<file path="config.mk">
export PLATFORM = sky130hd
export DESIGN_NAME = axis_red_pitaya_dac_mc
export DESIGN_NICKNAME = d
export VERILOG_FILES = /design/src/rtl/red_pitaya_dac_pkg.sv /design/src/rtl/axis_dac_sample_fifo.sv /design/src/rtl/axis_red_pitaya_dac_mc.sv
export SDC_FILE = /design/constraint.sdc
export NUM_CORES = 1
export LEC_CHECK = 0
export CAP_MARGIN = 20
export CORE_MARGIN = 5
export CORE_UTILIZATION = 50
export DETAILED_ROUTE_END_ITERATION = 8
export PLACE_DENSITY = 0.75
export REMOVE_ABC_BUFFERS = 1
export SLEW_MARGIN = 25
export SYNTH_ARGS = -nofsm -noshare
export SYNTH_HDL_FRONTEND = slang
export SYNTH_SLANG_ARGS = --single-unit
</file>
<file path="constraint.sdc">
create_clock -name aclk -period 10.8 [get_ports aclk]
set_input_delay 2.16 -clock aclk [delete_from_list [all_inputs] [get_ports aclk]]
set_output_delay 2.16 -clock aclk [all_outputs]
set_load 0.01 [all_outputs]
</file>
<file path="src/rtl/red_pitaya_dac_pkg.sv">
// Shared types and sample-conversion helpers for the Red Pitaya DAC output stage.
// Optional build macro DAC_SATURATION_EN selects clamping instead of wrap-around truncation.
package red_pitaya_dac_pkg;

  typedef enum logic [1:0] {
    ST_IDLE     = 2'd0,
    ST_FILL     = 2'd1,
    ST_RUN      = 2'd2,
    ST_UNDERRUN = 2'd3
  } dac_state_t;

  function automatic logic [31:0] dac_mid(input int width, input logic offset_binary);
    logic [31:0] mid;
    if (offset_binary) mid = 32'd1 << (width - 1);
    else mid = 32'd0;
    return mid;
  endfunction

  // Reduces a sign-extended sample to a width-bit DAC code; caller keeps the low width bits.
  function automatic logic [31:0] dac_convert(input logic signed [31:0] sample, input int width,
                                              input logic offset_binary);
    logic signed [31:0] v;
    logic        [31:0] code;
`ifdef DAC_SATURATION_EN
    logic signed [31:0] hi;
    logic signed [31:0] lo;
`endif
`ifdef DAC_SATURATION_EN
    hi = (32'sd1 <<< (width - 1)) - 32'sd1;
    lo = -(32'sd1 <<< (width - 1));
    if (sample > hi) v = hi;
    else if (sample < lo) v = lo;
    else v = sample;
`else
    v = sample;
`endif
    code = $unsigned(v) & ((32'd1 << width) - 32'd1);
    if (offset_binary) code = code ^ (32'd1 << (width - 1));
    else code = code;
    return code;
  endfunction

endpackage

</file>
<file path="src/rtl/axis_dac_sample_fifo.sv">
// Synchronous sample FIFO with occupancy count and synchronous flush; head word is read combinationally.
module axis_dac_sample_fifo #(
  parameter int DEPTH = 16,
  parameter int WIDTH = 32
) (
  input  logic                     clk,
  input  logic                     rst,
  input  logic                     i_flush,
  input  logic                     i_push,
  input  logic                     i_pop,
  input  logic [WIDTH-1:0]         i_data,
  output logic [WIDTH-1:0]         o_data,
  output logic                     o_full,
  output logic                     o_empty,
  output logic [$clog2(DEPTH):0]   o_fill
);
  localparam int AW = $clog2(DEPTH);
  localparam logic [AW:0] FULL_LVL = (AW + 1)'(DEPTH);

  logic [WIDTH-1:0] r_mem [DEPTH];
  logic [AW-1:0]    r_wr_ptr;
  logic [AW-1:0]    r_rd_ptr;
  logic [AW:0]      r_fill;
  logic             w_push;
  logic             w_pop;

  assign o_full  = (r_fill == FULL_LVL);
  assign o_empty = (r_fill == '0);
  assign o_fill  = r_fill;
  assign o_data  = r_mem[r_rd_ptr];
  assign w_push  = i_push && !o_full;
  assign w_pop   = i_pop && !o_empty;

  // Storage array write port
  always_ff @(posedge clk) begin
    if (w_push && !i_flush) r_mem[r_wr_ptr] <= i_data;
  end

  // Pointers and occupancy
  always_ff @(posedge clk or posedge rst) begin
    if (rst) begin
      r_wr_ptr <= '0;
      r_rd_ptr <= '0;
      r_fill   <= '0;
    end else if (i_flush) begin
      r_wr_ptr <= '0;
      r_rd_ptr <= '0;
      r_fill   <= '0;
    end else begin
      if (w_push) r_wr_ptr <= r_wr_ptr + AW'(1);
      if (w_pop)  r_rd_ptr <= r_rd_ptr + AW'(1);
      case ({w_push, w_pop})
        2'b10:   r_fill <= r_fill + (AW + 1)'(1);
        2'b01:   r_fill <= r_fill - (AW + 1)'(1);
        default: r_fill <= r_fill;
      endcase
    end
  end
endmodule

</file>
<file path="src/rtl/axis_red_pitaya_dac_mc.sv">
// Multi-channel AXI-Stream to DAC stage: prefilled FIFO replayed at a programmable rate with underrun handling.
// Define DAC_SATURATION_EN to clamp out-of-range samples instead of wrapping them.
module axis_red_pitaya_dac_mc
  import red_pitaya_dac_pkg::*;
#(
  parameter int DAC_DATA_WIDTH   = 14,
  parameter int CHANNEL_WIDTH    = 16,
  parameter int NUM_CHANNELS     = 2,
  parameter int AXIS_TDATA_WIDTH = 32,
  parameter int FIFO_DEPTH       = 16,
  parameter int PREFILL          = 8,
  parameter int RATE_WIDTH       = 16,
  parameter int OFFSET_BINARY    = 1
) (
  input  logic                                   aclk,
  input  logic                                   areset,
  input  logic                                   cfg_enable,
  input  logic [RATE_WIDTH-1:0]                  cfg_rate,
  input  logic                                   cfg_hold,
  output logic                                   s_axis_tready,
  input  logic [AXIS_TDATA_WIDTH-1:0]            s_axis_tdata,
  input  logic                                   s_axis_tvalid,
  output logic [NUM_CHANNELS*DAC_DATA_WIDTH-1:0] dac_dat,
  output logic                                   dac_wrt,
  output logic [1:0]                             sts_state,
  output logic [$clog2(FIFO_DEPTH):0]            sts_fill,
  output logic [15:0]                            sts_underrun_cnt
);
  localparam int FILL_W = $clog2(FIFO_DEPTH) + 1;
  localparam logic [FILL_W-1:0] PREFILL_LVL = FILL_W'(PREFILL);
  localparam logic [DAC_DATA_WIDTH-1:0] MID_CODE =
    DAC_DATA_WIDTH'(dac_mid(DAC_DATA_WIDTH, 1'(OFFSET_BINARY)));
  localparam logic [NUM_CHANNELS*DAC_DATA_WIDTH-1:0] MID_ALL = {NUM_CHANNELS{MID_CODE}};

  dac_state_t                            r_state;
  dac_state_t                            w_state_nxt;
  logic [RATE_WIDTH-1:0]                 r_cnt;
  logic [RATE_WIDTH-1:0]                 r_rate;
  logic [NUM_CHANNELS*DAC_DATA_WIDTH-1:0] r_dac_dat;
  logic [NUM_CHANNELS*DAC_DATA_WIDTH-1:0] w_conv;
  logic                                  r_dac_wrt;
  logic [15:0]                           r_underrun_cnt;
  logic [AXIS_TDATA_WIDTH-1:0]           w_head;
  logic [FILL_W-1:0]                     w_fill;
  logic                                  w_full;
  logic                                  w_empty;
  logic                                  w_active;
  logic                                  w_tick;
  logic                                  w_push;
  logic                                  w_pop;
  logic                                  w_disable;
  logic                                  w_underrun_enter;
  logic                                  w_underrun_out;

  assign w_active         = (r_state == ST_RUN) || (r_state == ST_UNDERRUN);
  assign w_tick           = w_active && (r_cnt == r_rate);
  assign w_disable        = !cfg_enable;
  assign s_axis_tready    = (r_state != ST_IDLE) && !w_full;
  assign w_push           = s_axis_tvalid && s_axis_tready;
  assign dac_dat          = r_dac_dat;
  assign dac_wrt          = r_dac_wrt;
  assign sts_state        = r_state;
  assign sts_fill         = w_fill;
  assign sts_underrun_cnt = r_underrun_cnt;

  axis_dac_sample_fifo #(
    .DEPTH (FIFO_DEPTH),
    .WIDTH (AXIS_TDATA_WIDTH)
  ) u_fifo (
    .clk     (aclk),
    .rst     (areset),
    .i_flush (w_disable),
    .i_push  (w_push),
    .i_pop   (w_pop),
    .i_data  (s_axis_tdata),
    .o_data  (w_head),
    .o_full  (w_full),
    .o_empty (w_empty),
    .o_fill  (w_fill)
  );

  for (genvar g = 0; g < NUM_CHANNELS; g++) begin : g_conv
    assign w_conv[g*DAC_DATA_WIDTH +: DAC_DATA_WIDTH] = DAC_DATA_WIDTH'(dac_convert(
      32'($signed(w_head[g*CHANNEL_WIDTH +: CHANNEL_WIDTH])), DAC_DATA_WIDTH, 1'(OFFSET_BINARY)));
  end

  // Next-state and per-tick action decode
  always_comb begin
    w_state_nxt      = r_state;
    w_pop            = 1'b0;
    w_underrun_enter = 1'b0;
    w_underrun_out   = 1'b0;
    if (w_disable) begin
      w_state_nxt = ST_IDLE;
    end else begin
      case (r_state)
        ST_IDLE: w_state_nxt = ST_FILL;
        ST_FILL: begin
          if (w_fill >= PREFILL_LVL) w_state_nxt = ST_RUN;
          else w_state_nxt = ST_FILL;
        end
        ST_RUN: begin
          if (!w_tick) begin
            w_state_nxt = ST_RUN;
          end else if (!w_empty) begin
            w_pop = 1'b1;
          end else begin
            w_state_nxt      = ST_UNDERRUN;
            w_underrun_enter = 1'b1;
            w_underrun_out   = 1'b1;
          end
        end
        ST_UNDERRUN: begin
          if (!w_tick) begin
            w_state_nxt = ST_UNDERRUN;
          end else if (w_fill >= PREFILL_LVL) begin
            w_pop       = 1'b1;
            w_state_nxt = ST_RUN;
          end else begin
            w_underrun_out = 1'b1;
          end
        end
        default: w_state_nxt = ST_IDLE;
      endcase
    end
  end

  // State register
  always_ff @(posedge aclk or posedge areset) begin
    if (areset) r_state <= ST_IDLE;
    else r_state <= w_state_nxt;
  end

  // Rate counter; the period is re-sampled only at a wrap or while not replaying
  always_ff @(posedge aclk or posedge areset) begin
    if (areset) begin
      r_cnt  <= '0;
      r_rate <= '0;
    end else begin
      if (w_active && cfg_enable) r_cnt <= w_tick ? '0 : r_cnt + RATE_WIDTH'(1);
      else r_cnt <= '0;
      if (!w_active || w_tick) r_rate <= cfg_rate;
    end
  end

  // DAC code and write strobe
  always_ff @(posedge aclk or posedge areset) begin
    if (areset) begin
      r_dac_dat <= MID_ALL;
      r_dac_wrt <= 1'b0;
    end else if (w_disable && (r_state != ST_IDLE)) begin
      r_dac_dat <= MID_ALL;
      r_dac_wrt <= 1'b1;
    end else if (w_pop) begin
      r_dac_dat <= w_conv;
      r_dac_wrt <= 1'b1;
    end else if (w_underrun_out) begin
      if (!cfg_hold) r_dac_dat <= MID_ALL;
      r_dac_wrt <= 1'b1;
    end else begin
      r_dac_wrt <= 1'b0;
    end
  end

  // Saturating underrun event counter, kept across disable
  always_ff @(posedge aclk or posedge areset) begin
    if (areset) r_underrun_cnt <= 16'd0;
    else if (w_underrun_enter && (r_underrun_cnt != 16'hFFFF)) r_underrun_cnt <= r_underrun_cnt + 16'd1;
  end
endmodule

</file>
After elaboration in Yosys (flattened, before gate mapping)
Memory sizes are Yosys's and may differ from the RTL's.
Cells that the tools add are included.

word-level totals
  register bits = 92
  memory bits (writable) = 512
  bits of input ports = 53
  logic and storage cells = 92
  memories kept = 1

operators by class
  add/subtract/negate cells = 6
  magnitude comparators = 1
  equality and inequality tests = 14
  mux-type cells = 38
  bitwise operators = 2
  reduce and logical (&&, ||, !) cells = 21

memory list
  name          words  width  rd ports  clocked after memory_dff  write ports  line                        RTL
  u_fifo.r_mem  16     32     1         0                         1            axis_dac_sample_fifo.sv:20  logic [WIDTH-1:0] r_mem [DEPTH];

operators with widths
  cell                   number
  $mux 28                4
  $add 16x1->16 const B  2
  $mux 16                2
  $mux 1                 17
  $eq 16x16->1           1
  $mux 4                 4
  $ne 16x16->1 const B   1
  $mux 2                 6
  $pmux 5 s2             1
  $logic_and 1x1->1      9
  $add 4x1->4 const B    2
  $ne 4x3->1 const B     2
  $pmux 2 s4             1
  $eq 2x2->1 const B     3
  $ne 3x1->1 const B     2
  $add 5x1->5 const B    1
  $eq 5x5->1 const B     1
  $ge 5x4->1 const B     1
  $logic_not 5->1        1
  $mux 5                 1
  $sub 5x1->5 const B    1
  $eq 2x1->1 const B     2
  $logic_not 1->1        4
  $ne 2x1->1 const B     2
  7 further kinds        11

Logic depth before layout (Yosys ltp)
  depth after elaboration = 10
  mapped depth = 10

Hierarchy
A second synthesis with hierarchy kept.

second synthesis, totals
  cells, all modules = 1221
  area, all modules = 24200.7 um^2

modules (own cells, without submodules)
  module                  instances  cells each  area each (um^2)  seq. area each (um^2)
  axis_dac_sample_fifo    1          830         20261.9           15700.1
  axis_red_pitaya_dac_mc  1          391         3938.8            1979.4

Worst setup path after synthesis
OpenSTA, ideal clock, no wires.

  kind = in2reg
  start point = input port s_axis_tvalid
  end point = memory u_fifo.r_mem[0][0] (enable)
  library setup time = 0.484 ns
  arrival time = 5.550 ns
  path slack = 4.766 ns
  stages on the path = 4
  path buffers = 0
  cells stage by stage = o21ai_0 > a21oi_2 > nand2_1 > nor4_1

on the way
  longest elaborated chain between the ends = 5

RTL lines
  what                          line                          RTL
  start: declaration            axis_red_pitaya_dac_mc.sv:22  input logic s_axis_tvalid,
  $logic_and 1x1->1             axis_red_pitaya_dac_mc.sv:59  assign w_push = s_axis_tvalid && s_axis_tready;
  $logic_and 1x1->1             axis_dac_sample_fifo.sv:31    assign w_push = i_push && !o_full;
  $logic_and 1x1->1             axis_dac_sample_fifo.sv:36    if (w_push && !i_flush) r_mem[r_wr_ptr] <= i_data;
  $mux 1                        axis_dac_sample_fifo.sv:36
  $mux 1 (not written as such)  axis_dac_sample_fifo.sv:36
  end: declaration              axis_dac_sample_fifo.sv:20

Every way passes these cells.

Worst setup path in the final report
  start point = input port s_axis_tvalid
  end point = memory u_fifo.r_mem[5][13] (enable)

Same word-level chain as after synthesis.

==> run summary <==
Post-Synthesis Cells: 1020
met1 Usage GRT: 0.284
Initial Utilization: 0.507
share of post-route cells with drive strength above 1: 0.252
Initial DRC Count: 1016
Worst Setup Start Kind: primary input
leakage: 8.07 nW
CP required: 11.04 ns
Main synth FF type: edfxtp_1
CP Data Arrival Time: 5.08 ns
Synth Register Bits: 540
buffers plus inverters on the worst setup path: 2
EDFF count, synth: 448
Post-DP HPWL: 24200 µm
Top Usage Layer GRT: met2
grt total ovfl: 0
final hold vios: 0
drt pass-1 iters: 5
Unique masters post-synth: 54
WHS: 0.462 ns
HP Start: dac_dat[13]
R2R depth: 5
Pwr Total: 4.27 mW
post-route setup TNS: 0 ns
post-DR wirelength/cell: 26.2 µm
full die area: 46800 µm²
CTS Sinks: 540
GRT met3 Usage: 0.0416
global-route wire length before repair: 69600 µm
maximum vdd ir drop: 0.151 mV
CP top delay family: simple AND/OR/NAND/NOR gates
Crit-path slowest cell: nor3_4
Cell Area, Synth: 21300 µm²
Avg Inst Size Synth: 20.9 µm²
via/cell ratio: 5.99
R2R Path End: dac_dat[2]
Die X: 216 µm
fill cell total of the finished layout: 2962
I/O pin total: 106
H-tree Lvls: 2
ant diodes: 0
worst hold path stage count: 2
Max Fclk: 207 MHz
largest net degree at the start of global routing: 69
Hold/Removal Path Class: reg -> reg
initial antenna violation count: 1
antenna-violating nets left: 0
# resized after CTS: 0
Multi-input gate area: 5330 µm²
Area Overhead vs Synth: 16.9%
CP Capture Type: flip-flop
Worst Hold End: dac_dat[13]
CP max FO: 19
total number of vias: 10417
number of global-route vias before repair: 10982
unrepaired setup endpoints after global routing: false
Least-Margin Pin Slew: 1.09 ns
Register Area: 15800 µm²
Slew headroom: 0.273
met2 Use GR: 0.316
count of final max-slew check failures: 0
hold_buf cts: 0
Max clock buf depth: 3
RePlAce Congestion: 0.800
Final setup viols: 0
CP max stage delay: 0.73 ns
total track usage: 0.198
# rows: 75
CTS tree: yes
clk_lat worst skew: 0.62 ns
R2R setup slack: 7.06 ns
pwr/cell area: 171 nW/µm²
Clock Skews: 0.0412 ns
final routed DRC violation total: 0
WL final: 45600 µm
clock-pin slew on the worst setup and hold paths: 0.06 ns
final critical-path share of the clock period: 0.448
Setup CP Type: in -> reg
register area share after synthesis: 0.740
Root Buffer: clkbuf_16
NumNets Final: 1218
reg2reg start: u_fifo.r_rd_ptr[0]
core area: 42000 µm²
CTS Buf Count: 52
outcome: finished, final reports clean
Die Span Y: 216 µm
Async SR Flop Fraction: 0.170
crit path cell chain: clkdlybuf4s50_1 -> o21ai_0 -> a21oi_2 -> nand3_1 -> nor3_4 -> buf_4
IO buf count: 101
yosys warns: 0
maxcap violations: 0
min cycle time layout: 4.84 ns
# Post-CTS Setup Buffers: 0
-- flip-flops by register name, summed over array words and instances (netlist names) --
register	count
sts_underrun_cnt	16
u_fifo.r_rd_ptr	4
r_cnt	16
u_fifo.r_mem	448
sts_state	2
u_fifo.r_wr_ptr	4
dac_wrt	1
dac_dat	28
u_fifo.o_fill	5
r_rate	16
-- stage by stage --
step / instances / cell area (µm²) / util / setup WS [ns]
4_1_cts: 1737 / 24900 / 0.591 / 5.79
5_1_grt: 1738 / 24900 / 0.592 / 5.79
6_report: 1738 / 24900 / 0.592 / 5.96
3_3_place_gp: 1640 / 23100 / 0.549 / 5.19
3_5_place_dp: 1640 / 23100 / 0.549 / 5.20
2_1_floorplan: 971 / 21000 / - / 4.77
-- layout by cell type (no fill, tap or decap), types with 7 or more instances in the layout --
master / n
ha_1: 9
buf_4: 28
nand2_1: 18
dfrtp_1: 86
nor2_1: 30
xor2_1: 24
clkdlybuf4s50_1: 101
a32o_1: 26
clkbuf_16: 53
clkinv_2: 11
mux4_2: 140
bufinv_16: 7
o21ai_0: 12
clkbuf_1: 10
a21oi_1: 10
nand3_1: 19
clkinv_1: 9
mux2_2: 16
xnor2_1: 23
nand4_1: 8
inv_1: 20
or3_1: 7
edfxtp_1: 448
-- logic make-up after synthesis --
logic type,count (synthesis),synth area share
xor gates and xnor gates,47,0.0193
muxes,160,0.158
adders and majority gates,9,0.00529
buffers and inverters,70,0.0158
DFF,540,0.740
and+or+nand+nor,129,0.0357
AOI/OAI and AO/OA,65,0.0257
-- synth_stat cells, drive strengths merged (2+ instances only) --
master / instances / share of area
and3: 4 / 0.0012
nand2: 18 / 0.0032
nor2: 35 / 0.0062
xnor2: 23 / 0.0095
nand4: 9 / 0.0033
xor2: 24 / 0.0099
edfxtp: 448 / 0.63
ha: 9 / 0.0053
or3: 7 / 0.0021
nand2b: 2 / 0.00059
dfrtp: 90 / 0.11
a32o: 26 / 0.012
inv: 21 / 0.0037
o21ai: 12 / 0.0028
mux4: 140 / 0.15
and4: 4 / 0.0018
nor3: 13 / 0.0031
a32oi: 3 / 0.0012
o2111ai: 2 / 0.0011
mux2: 17 / 0.0090
nor4: 10 / 0.0072
a311oi: 3 / 0.0026
dfstp: 2 / 0.0025
and2: 2 / 0.00059
a21oi: 11 / 0.0028
buf: 24 / 0.0076
mux2i: 3 / 0.0014
nand3: 19 / 0.0045
clkbuf: 25 / 0.0045
-- per-layer routing --
metal | share of wire | vias up
met5 | 0.00044 | -
met4 | 0.019 | 2
met1 | 0.41 | 5436
met2 | 0.49 | 445
met3 | 0.083 | 59
li1 | - | 4475
-- worst max path at each step --
stage,end,cells past startpoint,from,slack (ns)
3_5_place_dp,u_fifo.r_mem[7][12],6,s_axis_tvalid,5.20
4_1_cts,u_fifo.r_mem[7][4],6,s_axis_tvalid,5.79
5_1_grt,u_fifo.r_mem[7][27],6,s_axis_tvalid,5.79
2_1_floorplan,u_fifo.r_mem[0][0],4,s_axis_tvalid,4.77
6_report,u_fifo.r_mem[5][13],6,s_axis_tvalid,5.96
3_3_place_gp,u_fifo.r_mem[5][11],6,s_axis_tvalid,5.19
-- tightest hold or removal path, cell delays in order, from the launching register on --
cell and delay [ns]:
dfstp_2 0.37, inv_1 0.04, a32oi_1 0.05
-- power breakdown --
group,switching [mW],leakage [nW],internal (mW)
registers,0.00983,5.26,2.27
clock network,0.779,0.870,1.09
logic,0.0688,1.94,0.0441
total,0.858,8.07,3.41
-- area by class of cell --
cell class | instances | share of cell area
clock inverters | 31 | 0.0151
inverters | 21 | 0.00327
clock buffers | 66 | 0.0564
repair buffers | 131 | 0.0506
multi-input cells | 410 | 0.214
flip-flops and latches | 540 | 0.633
well taps | 539 | 0.0271
Note: power is estimated with default switching activity, not from simulation.
